`config.mk`:
```
export PLATFORM = sky130hd
export DESIGN_NAME = ov7670_cfg_sequencer
export DESIGN_NICKNAME = d
export VERILOG_FILES = /design/src/rtl/ov7670_pkg.sv /design/src/rtl/ov7670_cfg_sequencer.sv
export SDC_FILE = /design/constraint.sdc
export NUM_CORES = 1
export LEC_CHECK = 0
export CAP_MARGIN = 15
export CORE_UTILIZATION = 50
export CTS_BUF_LIST = sky130_fd_sc_hd__clkbuf_2
export DETAILED_ROUTE_END_ITERATION = 7
export HOLD_SLACK_MARGIN = 0.03
export PLACE_DENSITY = 0.78
export RECOVER_POWER = 100
export SLEW_MARGIN = 20
export SYNTH_ARGS = -nofsm -noshare
export SYNTH_HDL_FRONTEND = slang
export SYNTH_SLANG_ARGS = --single-unit
export TNS_END_PERCENT = 5
```
`constraint.sdc`:
```
create_clock -name clk -period 2.5 [get_ports clk]
set_clock_uncertainty 0.15 [all_clocks]
set_input_delay 0.375 -clock clk [delete_from_list [all_inputs] [get_ports clk]]
set_output_delay 0.375 -clock clk [all_outputs]
set_load 0.02 [all_outputs]
```
`src/rtl/ov7670_pkg.sv`:
```
// Shared types, table markers and helpers for the OV7670 configuration path.
// OV_CFG_TIMEOUT_EN adds the ERROR state used by the SCCB ready watchdog.
package ov7670_pkg;

  typedef enum logic [3:0] {
    ST_IDLE      = 4'd0,
    ST_FETCH     = 4'd1,
    ST_DECODE    = 4'd2,
    ST_SEND      = 4'd3,
    ST_WAIT_ACK  = 4'd4,
    ST_WAIT_DONE = 4'd5,
    ST_DELAY     = 4'd6,
    ST_NEXT      = 4'd7,
    ST_DONE      = 4'd8
`ifdef OV_CFG_TIMEOUT_EN
    , ST_ERROR   = 4'd9
`endif
  } cfg_state_t;

  localparam logic [15:0] CFG_END_MARKER   = 16'hFFFF;
  localparam logic [15:0] CFG_DELAY_MARKER = 16'hFFF0;
  localparam logic [7:0]  OV7670_SCCB_ID   = 8'h42;

  function automatic logic [31:0] ms_to_cycles(input int clk_freq, input int ms);
    return 32'(clk_freq / 1000 * ms);
  endfunction

endpackage

```
`src/rtl/ov7670_cfg_sequencer.sv`:
```
// Boot-time OV7670 sequencer: walks the register table and issues one SCCB write per entry.
// Define OV_CFG_TIMEOUT_EN to add the ready watchdog, the ERROR state and the cfg_error port.
module ov7670_cfg_sequencer
  import ov7670_pkg::*;
#(
  parameter int  CLK_FREQ       = 25000000,
  parameter int  ROM_DEPTH      = 128,
  parameter int  DELAY_MS       = 10,
  parameter bit  AUTO_START     = 1'b1,
  parameter int  TIMEOUT_CYCLES = 100000,
  localparam int AW             = (ROM_DEPTH > 1) ? $clog2(ROM_DEPTH) : 1
) (
  input  logic          clk,
  input  logic          rst_n,
  input  logic          clk_en,
  input  logic          start,
  output logic [AW-1:0] rom_addr,
  input  logic [15:0]   rom_data,
  input  logic          sccb_ready,
  output logic          sccb_start,
  output logic [7:0]    sccb_address,
  output logic [7:0]    sccb_data,
  output logic          busy,
  output logic          done,
  output logic [7:0]    write_count,
`ifdef OV_CFG_TIMEOUT_EN
  output logic          cfg_error,
`endif
  output logic [3:0]    dbg_state
);

  localparam logic [31:0]   DELAY_CYCLES = ms_to_cycles(CLK_FREQ, DELAY_MS);
  localparam logic [31:0]   DELAY_LOAD   = (DELAY_CYCLES == 32'd0) ? 32'd0 : DELAY_CYCLES - 32'd1;
  localparam logic [AW-1:0] LAST_ADDR    = AW'(ROM_DEPTH - 1);

  // SCCB handshake: sccb_start is a one-clk_en-cycle request, only raised while sccb_ready = 1;
  // the master acknowledges by dropping sccb_ready and signals completion by raising it again.
  cfg_state_t    state, state_d;
  logic [AW-1:0] addr_d;
  logic          start_d, busy_d, done_d, first_pass, first_d;
  logic [7:0]    reg_addr_d, reg_data_d, wcount_d;
  logic [31:0]   dly_cnt, dly_d;
  logic          launch, finish;
`ifdef OV_CFG_TIMEOUT_EN
  logic [31:0]   wd_cnt, wd_d;
  logic          err_d;
`endif

  assign dbg_state = state;

  always_comb begin
    state_d    = state;
    addr_d     = rom_addr;
    start_d    = 1'b0;
    reg_addr_d = sccb_address;
    reg_data_d = sccb_data;
    busy_d     = busy;
    done_d     = done;
    wcount_d   = write_count;
    dly_d      = dly_cnt;
    first_d    = first_pass;
    launch     = 1'b0;
    finish     = 1'b0;
    case (state)
      ST_IDLE:   launch = start || (AUTO_START && first_pass);
      ST_FETCH:  state_d = ST_DECODE;
      ST_DECODE: begin
        if (rom_data == CFG_END_MARKER) begin
          finish = 1'b1;
        end else if (rom_data == CFG_DELAY_MARKER) begin
          dly_d   = DELAY_LOAD;
          state_d = ST_DELAY;
        end else begin
          reg_addr_d = rom_data[15:8];
          reg_data_d = rom_data[7:0];
          state_d    = ST_SEND;
        end
      end
      ST_SEND: begin
        if (sccb_ready) begin
          start_d = 1'b1;
          state_d = ST_WAIT_ACK;
        end
      end
      ST_WAIT_ACK: if (!sccb_ready) state_d = ST_WAIT_DONE;
      ST_WAIT_DONE: begin
        if (sccb_ready) begin
          if (write_count != 8'hFF) wcount_d = write_count + 8'd1;
          state_d = ST_NEXT;
        end
      end
      ST_DELAY: begin
        if (dly_cnt == 32'd0) state_d = ST_NEXT;
        else                  dly_d   = dly_cnt - 32'd1;
      end
      ST_NEXT: begin
        // Running off the last slot acts as an end marker; the address never wraps.
        if (rom_addr == LAST_ADDR) begin
          finish = 1'b1;
        end else begin
          addr_d  = rom_addr + 1'b1;
          state_d = ST_FETCH;
        end
      end
      ST_DONE: launch = start;
`ifdef OV_CFG_TIMEOUT_EN
      ST_ERROR: launch = start;
`endif
      default: state_d = ST_IDLE;
    endcase

    if (finish) begin
      state_d = ST_DONE;
      busy_d  = 1'b0;
      done_d  = 1'b1;
    end

`ifdef OV_CFG_TIMEOUT_EN
    // Counts every clk_en cycle the master keeps us waiting across WAIT_ACK and WAIT_DONE.
    wd_d  = '0;
    err_d = cfg_error;
    if ((state == ST_WAIT_ACK || state == ST_WAIT_DONE) &&
        (state_d == ST_WAIT_ACK || state_d == ST_WAIT_DONE)) begin
      wd_d = wd_cnt + 32'd1;
      if (wd_d >= 32'(TIMEOUT_CYCLES)) begin
        state_d = ST_ERROR;
        busy_d  = 1'b0;
        done_d  = 1'b0;
        err_d   = 1'b1;
        wd_d    = '0;
      end
    end
`endif

    if (launch) begin
      state_d  = ST_FETCH;
      addr_d   = '0;
      busy_d   = 1'b1;
      done_d   = 1'b0;
      wcount_d = '0;
      first_d  = 1'b0;
`ifdef OV_CFG_TIMEOUT_EN
      err_d    = 1'b0;
`endif
    end
  end

  always_ff @(posedge clk or negedge rst_n) begin
    if (!rst_n) begin
      state        <= ST_IDLE;
      rom_addr     <= '0;
      sccb_start   <= 1'b0;
      sccb_address <= '0;
      sccb_data    <= '0;
      busy         <= 1'b0;
      done         <= 1'b0;
      write_count  <= '0;
      dly_cnt      <= '0;
      first_pass   <= 1'b1;
`ifdef OV_CFG_TIMEOUT_EN
      wd_cnt       <= '0;
      cfg_error    <= 1'b0;
`endif
    end else if (clk_en) begin
      state        <= state_d;
      rom_addr     <= addr_d;
      sccb_start   <= start_d;
      sccb_address <= reg_addr_d;
      sccb_data    <= reg_data_d;
      busy         <= busy_d;
      done         <= done_d;
      write_count  <= wcount_d;
      dly_cnt      <= dly_d;
      first_pass   <= first_d;
`ifdef OV_CFG_TIMEOUT_EN
      wd_cnt       <= wd_d;
      cfg_error    <= err_d;
`endif
    end
  end

endmodule

```
After elaboration in Yosys (flattened, before gate mapping)
Cells that the tools add are included.
{ "word_totals": {"register_bits": 71, "output_inout_bits": 38, "elab_cells": 86} }
{ "op_classes": {"add_sub_neg": 3, "eq_ne": 23, "n_mux": 31, "bitwise": 2, "n_reduce_logical": 17} }
{ "ops": {"columns": ["cell", "n"], "rows": [
  ["32-bit two-way mux", 3],
  ["32-bit case mux with 2 select lines", 1],
  ["16-bit == test (second input constant)", 2],
  ["32-bit zero test", 1],
  ["4-bit two-way mux", 8],
  ["8-bit two-way mux", 4],
  ["4-bit case mux with 8 select lines", 1],
  ["32-bit by 1-bit subtractor with 32-bit output (second input constant)", 1],
  ["4-bit inequality test (second input constant)", 6],
  ["7-bit two-way mux", 3],
  ["4-bit by 3-bit == test with 1-bit output (second input constant)", 4],
  ["2-bit nonzero test", 6],
  ["8-bit by 1-bit adder with 8-bit output (second input constant)", 1],
  ["4-bit by 2-bit == test with 1-bit output (second input constant)", 2],
  ["1-bit two-way mux", 8],
  ["2-bit inequality test (second input constant)", 4],
  ["8-bit inequality test (second input constant)", 1],
  ["4-bit AND reduction", 2],
  ["8-bit AND reduction", 1],
  ["7-bit by 1-bit adder with 7-bit output (second input constant)", 1],
  ["7-bit == test (second input constant)", 1],
  ["5-bit AND reduction", 1],
  ["4-bit by 1-bit == test with 1-bit output (second input constant)", 1],
  ["4-bit == test (second input constant)", 1],
  ["other kinds (9)", 12]
]} }

Depth between registers and ports, before layout
{ "logic_depth": {"depth_word": 6, "depth_mapped": 9, "depth_no_buf": 7} }

Worst setup path before layout
No wires, ideal clock.
{ "synth_path": {"path_kind": "register to register", "from": "register dly_cnt[4]", "to": "register dly_cnt[17]", "t_arrival_ns": 2.206, "slack_ns": 0.025, "path_stages_with_launch": 8, "path_buffers": 1, "synth_period_minus_slack_ns": 2.475, "cell_sequence": "dfrtp_1 -> or4_4 -> or2_1 -> buf_6 -> or4_4 -> nor4b_4 -> xnor2_1 -> nand2_1"} }
{ "synth_via": {"elab_chain_len": 3, "word_cells_on_any_way": 6, "cone_classes": "add/sub: 1; eq/ne: 1; mux: 2; reduce/logical: 2"} }
{ "synth_lines": {"columns": ["item", "line_no", "source"], "rows": [
  ["start: declaration", "ov7670_cfg_sequencer.sv:42", "logic [31:0] dly_cnt, dly_d;"],
  ["start signal: assignment", "ov7670_cfg_sequencer.sv:173", "dly_cnt <= dly_d;"],
  ["32-bit by 1-bit subtractor with 32-bit output or 32-bit zero test (tied branches)", "ov7670_cfg_sequencer.sv:94, ov7670_cfg_sequencer.sv:93", null],
  ["32-bit two-way mux or 2-bit inequality test (tied branches)", null, null],
  ["32-bit case mux with 2 select lines or 5-bit AND reduction (tied branches)", null, null]
]} }
Parallel ways exist; a longest one is shown, timed or not. The select of a mux whose other input is x is not followed.
A chain may end at the register's enable or synchronous reset.

Final worst setup path
{ "layout_path": {"from": "register dly_cnt[7]", "to": "register dly_cnt[17]"} }
Same word-level chain as after synthesis.

==> results.rst <==
.. list-table::
   :header-rows: 1

   * - Metric
     - Value
   * - Largest net degree at the start of global routing
     - 37
   * - Y dimension of the die
     - ~87 µm
   * - Routability-driven placement congestion ratio
     - between 0.8 and 0.9
   * - Initial cell density of the core
     - 52.5%
   * - DRC violation total after the first TritonRoute iteration
     - between 200 and 300
   * - Mapped Area
     - about 3600 µm²
   * - Buffer type at the clock tree root
     - sky130_fd_sc_hd__clkbuf_2
   * - Die area
     - about 7600 µm²
   * - Clock insertion delay at the later pin of the skew report
     - around 0.52 ns
   * - Count of vias placed by the detailed router
     - between 3,000 and 4,000
   * - CTS tree
     - done
   * - Routed length per placed instance
     - 15.1 µm
   * - Final Setup Violations
     - 0
   * - Arr. time, crit path
     - 2.75 ns
   * - Maximum VDD drop
     - approximately 0.0007 V
   * - Worst min-delay path category
     - in -> reg
   * - Critical path capture point
     - dly_cnt[17]$_DFFE_PN0P_
   * - Layout-stage area growth over the synthesis result
     - 32.1%
   * - Element type at the critical path end
     - flop
   * - Clock sinks
     - around 70
   * - Relative slew margins
     - about 11%
   * - Worst setup slack after layout
     - about 0.025 ns
   * - First-pass GRT wire length
     - roughly 14 mm
   * - Total clock buffers created by CTS
     - 9
   * - Clock slew seen by the registers of the worst setup and hold paths
     - about 0.19 ns
   * - Overall routed net length
     - approximately 8.4 mm
   * - HPWL after detailed placement
     - roughly 6.1 mm
   * - Start point of the critical path
     - dly_cnt[7]$_DFFE_PN0P_
   * - Max Cap Violations
     - 0
   * - CTS H-Tree Depth
     - 3
   * - Total power density per cell area
     - 1010 nW/µm²
   * - Final Hold Viols
     - 0
   * - Fraction of layout cells with a size suffix above 1
     - about a fifth
   * - Die X
     - 87.1 µm
   * - Hold Path Stages
     - 2
   * - Distinct cells, synth
     - 54
   * - Top fanout value on the critical path
     - 4
   * - Post-synth ARST share
     - 100%
   * - Worst setup path class
     - reg -> reg
   * - Count of nets after finishing
     - between 400 and 500
   * - Setup repair after global routing missed its margin
     - yes
   * - Top library cells by usage in the layout, fill and taps aside
     - sky130_fd_sc_hd__dfrtp_1, sky130_fd_sc_hd__nor2_1, sky130_fd_sc_hd__buf_4, sky130_fd_sc_hd__dlygate4sd3_1, sky130_fd_sc_hd__clkdlybuf4s50_1
   * - Synthesized netlist cell count
     - around 360
   * - Maximum operating frequency
     - 404 MHz
   * - Sequential element share of the synthesized area
     - between 40% and 50%
   * - Leak Pwr
     - 2.19 nW
   * - Average cell area after synthesis
     - between 10 and 15 µm²
   * - GRT Total Usage
     - roughly 24%
   * - Number of buffers added on ports
     - a little under 60
   * - Number of antenna-violating nets in the routed design
     - 0
   * - Drt first pass iters
     - 4
   * - Reg-to-reg critical path startpoint
     - dly_cnt[7]$_DFFE_PN0P_
   * - Worst hold slack
     - between 0.3 and 0.4 ns
   * - Total of flip-flops plus latches after synthesis
     - just over 70
   * - Vias in the first global route
     - around 3,000
   * - End of the worst register-to-register path
     - dly_cnt[17]$_DFFE_PN0P_
   * - Yosys warnings
     - 0
   * - Top_reg_cell synth
     - sky130_fd_sc_hd__dfrtp_1
   * - Pre-CTS setup slack
     - -0.0733 ns
   * - Shortest period the worst path allows
     - about 2.5 ns
   * - Number of diodes
     - 0
   * - Number of antenna violations at the first check in global routing
     - 0
   * - Average via count per standard cell
     - 5.58
   * - Clock Tree Buf Depth
     - 2
   * - Boundary Pins
     - 59
   * - Worst reg-to-reg path cell count
     - 6
   * - Worst Path Required
     - between 2 and 3 ns
   * - Std-Cell Rows
     - 30
   * - Type of element launching the critical path
     - flop
   * - Net count after synthesis
     - approximately 390
   * - Register-to-register path setup slack
     - 0.03 ns
   * - Share of the clock period used by the worst path after layout
     - 99.0%
   * - Run status
     - complete, no violations
   * - EDFF count, synth
     - 0
   * - Commonest non-fill, non-tap cell in the layout
     - sky130_fd_sc_hd__dfrtp_1
   * - Transition at the pin with the smallest max-transition slack
     - around 1.3 ns
   * - Final Max Slew Viols
     - 0
   * - Core box area
     - roughly 7000 µm²
   * - Total grt overflow
     - 0
   * - Detailed-route DRC error count
     - 0
[synthesized netlist by cell type (all sizes together) (2+ instances only)]
cell     instances  area, µm²
nand3           16       80.1
xor2            17        149
and3             3       18.8
mux2            17        191
or2              4       25.0
o21ai           13       68.8
o41ai            2       17.5
buf              4       25.0
nand4            5       31.3
a21o             2       15.0
or4              7       60.1
nor2            47        176
a31oi           11       75.1
o211ai           7       57.6
inv              7       26.3
ha               4       50.1
or3             12       75.1
nand2b           6       37.5
nand2           19       71.3
o21a             2       15.0
dfrtp           70       1750
a22o             2       17.5
o2111ai          2       17.5
nor3            12       60.1
nor4             7       58.8
and2             6       37.5
a21oi           18       90.1
o31ai            6       45.0
and4             5       43.8
xnor2            5       43.8
clkbuf           9       33.8
[per-layer routing]
metal	vias up	wire length (µm)	GRT usage, %	share of wire [%]
met4	0	146	7.30	1.7
met2	70	4100	38.7	48
met5	-	0	0	0
met3	16	373	7.39	4.4
li1	1517	-	-	-
met1	1518	3830	32.3	45
[flip-flops by register name (all words and copies together), names as in the netlist]
signal / cells
sccb_data: 8
sccb_start: 1
dbg_state: 4
done: 1
write_count: 8
busy: 1
rom_addr: 7
first_pass: 1
dly_cnt: 32
sccb_address: 8
[cells by family after synthesis]
family / share of synthesized area [%]
and+or+nand+nor: 23.9
xor gates and xnor gates: 5.32
DFF: 49.1
buffers and inverters: 2.35
muxes: 5.56
adders and majority gates: 1.38
AOI/OAI and AO/OA: 12.5
[final cells by class]
type | instances | area (µm²)
Clock buffer | 10 | 50.0
Tap cell | 96 | 120
Inverter | 7 | 26.3
Clock inverter | 6 | 133
Timing Repair Buffer | 99 | 878
Multi-Input combinational cell | 270 | 1800
Fill cell | 527 | 2120
Sequential cell | 71 | 1780
[what timing repair did]
action / in CTS / in global routing
hold endpoints to repair: 24 / 0
setup buffers: 0 / 1
hold buffers: 1 / 0
endpoints found under the setup margin: 0 / 22
gates resized for setup: 0 / 10
[critical path: stages, from the launching register on]
cell                      delay, ns
sky130_fd_sc_hd__dfrtp_1       0.43
sky130_fd_sc_hd__or4_4         0.58
sky130_fd_sc_hd__or2_4         0.26
sky130_fd_sc_hd__or4_4         0.52
sky130_fd_sc_hd__nor4b_4       0.23
sky130_fd_sc_hd__xnor2_1       0.15
sky130_fd_sc_hd__nand2_1       0.07
[power breakdown]
part / leakage [nW] / internal, W / switching, W
sequential: 0.913 / 0.00153 / 0.000323
clock: 0.102 / 0.000534 / 0.000408
combinational: 1.18 / 0.000975 / 0.00108
total: 2.19 / 0.00304 / 0.00181
[per-stage QoR]
step	TNS [ns]	util [%]	cells	cell area (µm²)	total power [W]
2_1_floorplan	0	-	361	3620	0.00302
3_3_place_gp	-0.123	66.1	541	4570	0.00388
3_5_place_dp	-0.347	66.1	541	4570	0.00395
4_1_cts	0	68.9	558	4760	0.00489
5_1_grt	-0.360	69.3	559	4790	0.00518
6_report	0	69.3	559	4790	0.00485
[worst min path at each step]
stage	end	from
finish	sccb_address[4]$_DFFE_PN0P_	rom_data[12]
global route	sccb_address[2]$_DFFE_PN0P_	rom_data[10]
detailed placement	dly_cnt[19]$_DFFE_PN0P_	rst_n
CTS	sccb_address[1]$_DFFE_PN0P_	rst_n
floorplan	busy$_DFFE_PN0P_	rst_n
global placement	dly_cnt[21]$_DFFE_PN0P_	rst_n
No activity file was read; power rests on OpenSTA's default activity.
